--- config.mk ---
export PLATFORM = sky130hd
export DESIGN_NAME = flag_unit
export DESIGN_NICKNAME = d
export VERILOG_FILES = /design/src/rtl/flag_unit.sv
export SDC_FILE = /design/constraint.sdc
export NUM_CORES = 1
export LEC_CHECK = 0
export ABC_AREA = 1
export CORE_UTILIZATION = 39
export DETAILED_ROUTE_END_ITERATION = 8
export PLACE_DENSITY = 0.78
export SLEW_MARGIN = 0
export SYNTH_ARGS = -nofsm -noshare
export SYNTH_HDL_FRONTEND = slang
export SYNTH_SLANG_ARGS = --single-unit
--- constraint.sdc ---
create_clock -name clk -period 1.5 [get_ports clk]
set_input_delay 0.15 -clock clk [delete_from_list [all_inputs] [get_ports clk]]
set_output_delay 0.15 -clock clk [all_outputs]
set_load 0.005 [all_outputs]
--- src/rtl/flag_unit.sv ---
// flag_unit: condition-flag register {Z,V,N} with update masking by opcode,
// an optional combinational bypass, and a two-state hazard FSM that stalls
// IF/ID for one cycle when a branch in ID needs flags still being produced
// in EX. A saturating counter tracks the number of hazard stall cycles.
module flag_unit #(
  parameter int BYPASS = 0,
  parameter int CNT_W  = 8
) (
  input  logic             clk,
  input  logic             rst,
  input  logic             ex_valid,
  input  logic [3:0]       ex_opcode,
  input  logic [15:0]      ex_result,
  input  logic             ex_ovfl,
  input  logic             ex_flush,
  input  logic             ex_hold,
  input  logic             id_branch,
  output logic [2:0]       FLAG,
  output logic             flag_stall,
  output logic [CNT_W-1:0] stall_cnt
);

  localparam logic [3:0] OP_ADD = 4'b0000;
  localparam logic [3:0] OP_SUB = 4'b0001;
  localparam logic [3:0] OP_XOR = 4'b0010;
  localparam logic [3:0] OP_SLL = 4'b0100;
  localparam logic [3:0] OP_SRA = 4'b0101;
  localparam logic [3:0] OP_ROR = 4'b0110;

  typedef enum logic {IDLE, WAIT} state_t;

  // Which of {Z,V,N} an opcode is allowed to write.
  function automatic logic [2:0] flag_mask(input logic [3:0] op);
    case (op)
      OP_ADD, OP_SUB:                 flag_mask = 3'b111;
      OP_XOR, OP_SLL, OP_SRA, OP_ROR: flag_mask = 3'b100;
      default:                        flag_mask = 3'b000;
    endcase
  endfunction

  // Increment that sticks at all-ones instead of wrapping.
  function automatic logic [CNT_W-1:0] sat_inc(input logic [CNT_W-1:0] c);
    if (&c) sat_inc = c;
    else    sat_inc = c + 1'b1;
  endfunction

  logic [2:0]       flag_p1;
  logic [2:0]       mask_p0;
  logic [2:0]       nxt_p0;
  logic [2:0]       merged_p0;
  logic             pend_p0;
  logic             upd_p0;
  logic             hazard;
  state_t           state;
  logic [CNT_W-1:0] cnt_q;

  // EX stage: decode mask, form next flags and merge with the stored flags.
  always_comb begin
    mask_p0   = flag_mask(ex_opcode);
    nxt_p0    = {(ex_result == 16'h0000), ex_ovfl, ex_result[15]};
    merged_p0 = (mask_p0 & nxt_p0) | (~mask_p0 & flag_p1);
    pend_p0   = ex_valid & ~ex_flush & (mask_p0 != 3'b000);
    upd_p0    = pend_p0 & ~ex_hold;
  end

  // Flag register; reset wins over any update, including one left pending.
  always_ff @(posedge clk) begin
    if (rst)         flag_p1 <= 3'b000;
    else if (upd_p0) flag_p1 <= merged_p0;
  end

  // Bypass mode forwards the in-flight flags; registered mode shows storage.
  always_comb begin
    FLAG = flag_p1;
    if ((BYPASS != 0) && pend_p0) FLAG = merged_p0;
  end

  // A branch in ID meeting a flag producer in EX stalls while in IDLE only;
  // WAIT never stalls, so each branch costs at most one stall per producer.
  always_comb begin
    hazard     = (BYPASS == 0) && (state == IDLE) && id_branch && pend_p0;
    flag_stall = hazard && !rst;
  end

  // Hazard FSM: leave IDLE once the producer actually writes (hold dropped).
  always_ff @(posedge clk) begin
    if (rst) begin
      state <= IDLE;
    end else begin
      case (state)
        IDLE:    if (hazard && !ex_hold) state <= WAIT;
        WAIT:    state <= IDLE;
        default: state <= IDLE;
      endcase
    end
  end

  // Saturating count of cycles spent stalling on a flag hazard.
  always_ff @(posedge clk) begin
    if (rst)             cnt_q <= '0;
    else if (flag_stall) cnt_q <= sat_inc(cnt_q);
  end

  assign stall_cnt = cnt_q;

endmodule

## Yosys cells after proc, flatten, opt, wreduce, memory -nomap -nowiden

Index checks and enable logic that the tools add are counted.

- Add/sub/neg operators: 1
- Mux-type cells: 3
- Bitwise logic cells: 11
- Reduce and logical (&&, ||, !) cells: 13
- Equal/unequal tests: 5

Operators by type and width:

| kind | number |
|---|---|
| logical NOT 16 bit | 1 |
| == test 4 x 3 -> 1 bit (second input constant) | 3 |
| adder 8 x 1 -> 8 bit (second input constant) | 1 |
| AND reduction 8 bit | 1 |
| bitwise AND 3 bit | 2 |
| case mux 3 bit (2 select lines) | 1 |
| == test 4 x 1 -> 1 bit (second input constant) | 1 |
| == test 4 x 2 -> 1 bit (second input constant) | 1 |
| logical AND 1 bit | 4 |
| logical NOT 4 bit | 1 |
| inverter 1 bit | 4 |
| OR reduction 4 bit | 1 |
| bitwise AND 1 bit | 3 |
| inverter 3 bit | 1 |
| OR 3 bit | 1 |
| nonzero test 3 bit | 1 |
| logical NOT 1 bit | 2 |
| case mux 1 bit (2 select lines) | 1 |
| AND reduction 2 bit | 1 |
| OR reduction 2 bit | 1 |
| two-way mux 1 bit | 1 |

- Logic and storage cells: 36
- Output and inout port bits: 12
- Input bits: 27
- Flip-flop bits (word level): 12

## Longest topological paths before layout

- Depth in word-level cells: 9
- Gate-level depth with buffers: 8
- Gate-level depth less buffers: 8

## Worst setup path after synthesis

Ideal clock, no wire load.

- Path type: reg2reg
- From: register cnt_q[0], in the netlist stall_cnt[0]
- To: register cnt_q[0], in the netlist stall_cnt[0]
- Stages on the path, launching flop included: 9
- Slack: 229 ps
- Library setup time: 113 ps
- Data arrival time: 1158 ps
- Clock period less this slack: 1271 ps
- Data required time: 1387 ps
- Buffers on the path: 0
- Cells stage by stage: dfxtp_1 ha_1 nand2_2 nor2_4 nand3_4 nand2_4 inv_2 nor2_1 nor2_1

- Longest elaborated chain between the ends: 3
- Elaborated cells on any way between the ends: 4
- Classes of those cells: add/sub (1); bitwise (1); reduce/logical (2)

RTL lines:

| element | RTL line | text |
|---|---|---|
| from (decl) | 55 | `logic [CNT_W-1:0] cnt_q;` |
| from (signal assigned) | 101 | `else if (flag_stall) cnt_q <= sat_inc(cnt_q);` |
| parallel branches: the longest is 3 deep, another holds adder 8 x 1 -> 8 bit | n/a |  |

Parallel ways; which one is timed is not known.
A chain may end at the register's enable or synchronous reset.

## Final worst setup path

- From: register cnt_q[2], in the netlist stall_cnt[2]
- To: output port stall_cnt[2]

RTL lines:

| element | RTL line | text |
|---|---|---|
| to (decl) | 20 | `output logic [CNT_W-1:0] stall_cnt` |

No word-level cell between the ends.

==> out/metrics.csv <==
stage,metric,value,unit
cells_and_area,drive_gt1_share,13.8,%
sta,hold_ws,480,ps
yosys,synth_cells,116,
cts,cts_buffers,3,
worst_setup_path,path_class,flip-flop to primary output,
worst_setup_path,critPathMaxStageDelay,540,ps
cts,cts_tree,done,
cts,cts_root_buf,clkbuf_4,
floorplan,die_x,46.5,um
floorplan,initial_core_util,43.4,%
yosys,synth_area_leaders,"dfxtp_1, nand2_1, nor2_1, inv_1, nand3_2",
floorplan,die_h,46.5,um
sta,tightest_slew,244,ps
yosys,synth_top_area_share,31.1,%
worst_setup_path,cp-end-kind,primary output,
routing,firstDrtPassIters,4,
worst_setup_path,crit_required,1350,ps
global_route,grt_pass1_vias,821,
worst_setup_path,start_kind,flip-flop,
pwr,p_comb_share,17.7,%
sta,fin_skew,0.347,ps
status,status,completed,
yosys,synth_edf_count,0,
sta,hold_viol,0,
routing,dr.first_iter.drc_count,25,
global_route,grt_usage,21.5,%
cells_and_area,diodes,0,
pwr,p_per_area,514,nW/um2
pwr,p_leak,0.462,nW
worst_setup_path,critPathTopFamily,buffers and inverters,
cts,cts_buffer_depth,2,
pwr,seq_power_share,51.5,%
sta,drv_slew,0,
cells_and_area,area_delta_synth_final,57.0,%
sta,max_slew_margin,83.7,%
yosys,synth_warnings,0,
hold_path,hold_class,flip-flop to flip-flop,
pwr,power_switching,0.136,mW
sta,fin_crit_sh,93.3,%
pwr,p_int,0.488,mW
cts,cts_sinks,12,
worst_setup_path,crit_slowest_cell,clkdlybuf4s50_1,
floorplan,rows,15,
routing,drcViolationCount,0,
yosys,yosysSeqAreaShare,31.1,%
yosys,synth_top_area_cell,dfxtp_1,
pwr,irDropWorstVdd,0.000383,V
global_route,grt_start_max_net_pins,11,
cts,htree_levels,1,
cells_and_area,post-route-util,68.1,%
cts,path_clk_slew,70,ps
pwr,swShare,21.8,%
worst_setup_path,path_cells,clkdlybuf4s50_1,
routing,vias,861,
pwr,power.share.clock,30.9,%
yosys,ys.flop_type,dfxtp_1,
sta,setup_tns,0,ps
floorplan,pin_count,39,
yosys,synth_area,773,um2
yosys,synth_seq_cells,12,
sta,fmax,0.715,GHz
global_route,grt_overflow_total,0,
floorplan,die_area,2160,um2
sta,rsz0062_at_grt,no,
yosys,synth_commonest_cells,"nand2_1, nor2_1, dfxtp_1, inv_1",
yosys,syn_nets,144,
yosys,yosysUniqueCellTypes,23,
routing,vias_per_cell,4.68,
placement,hpwl,1610,um
sta,setup-violations-final,0,
routing,post_drt_wl_per_cell,10.5,um
sta,fin_crit,1400,ps
floorplan,fp.coreArea,1780,um2
global_route,grt_pass1_wl,3310,um
worst_setup_path,critPathMaxFanout,6,
routing,drt.antenna.violating_nets,0,
pwr,p_total,0.624,mW
cells_and_area,final_nets,189,
routing,routed_wl,1920,um
yosys,avgSynthCellArea,6.67,um2
yosys,ys_async_sr_fraction,0,%
worst_setup_path,critPathArrivalTime,1250,ps
placement,portBuffers,38,
global_route,antenna_found_initial,0,
placement,gp_routability_congestion,0.887,
worst_setup_path,cp.buffers_inverters,1,
cts,clk_latency,260,ps
job,cap_violations,0,
[power groups by stage]
stage,logic [mW],registers (mW),clock network (mW)
after detailed placement,0.111,0.329,0
final,0.110,0.321,0.193
after floorplan,0.0277,0.329,0
after global routing,0.121,0.322,0.213
after CTS,0.111,0.321,0.206
after global placement,0.109,0.329,0
[kinds of logic after synthesis]
| logic type | after synthesis | synth area share, % |
|---|---|---|
| flip-flops | 12 | 31.1 |
| buffers and inverters | 16 | 9.22 |
| XOR/XNOR | 1 | 1.13 |
| adder cells (fa/ha/maj) | 1 | 1.62 |
| AO/OA/AOI/OAI | 9 | 5.82 |
| AND/OR/NAND/NOR | 77 | 51.1 |
[repair_timing]
action,in CTS,in global routing
setup buffers,0,0
hold buffers,0,0
resized for setup,1,0
endpoints found under the setup margin,1,0
[routing by layer]
metal,track usage [%],wire [um],part of all wire [%],up-vias
li1,-,-,-,452
met1,25.3,837,44,375
met2,38.6,991,52,32
met3,3.53,82,4.3,2
met4,7.06,13,0.68,0
met5,0,0,0,-
[path summary, 6_finish.rpt]
check	start	to	slack [ps]	cells past startpoint
setup / recovery	stall_cnt[2]	stall_cnt[2]	100	1
hold / removal	flip-flop	flip-flop	480	2
setup reg to reg	stall_cnt[1]	stall_cnt[0]	120	8
hold reg to reg	flip-flop	flip-flop	480	2
[area by class of cell]
type,count,area [um2]
fill,166,569
inverter,15,56.3
tap,25,31.3
sequential,12,240
timing repair buffer,41,402
clock buffer,3,22.5
multi-input combinational,88,462
[cells in the final DEF, fill, tap and decap left out, types with 3 or more instances in the layout]
cell type and instances:
clkdlybuf4s50_1 37, nand2_1 25, nor2_1 25, inv_1 12
dfxtp_1 12, nand4_1 5, nand3_1 5, nand3_2 4
a21oi_1 4, nor2_4 3, o21ai_0 3, clkbuf_4 3
buf_4 3
[metrics by stage]
stage               worst slack (ps)  cells  cell area (um2)
global route                    4.82    184             1210
global placement               -54.5    181             1190
CTS                             88.1    184             1210
floorplan                        229    116              773
finish                           101    184             1210
detailed placement             -68.4    181             1190
No activity file was read; power rests on OpenSTA's default activity.
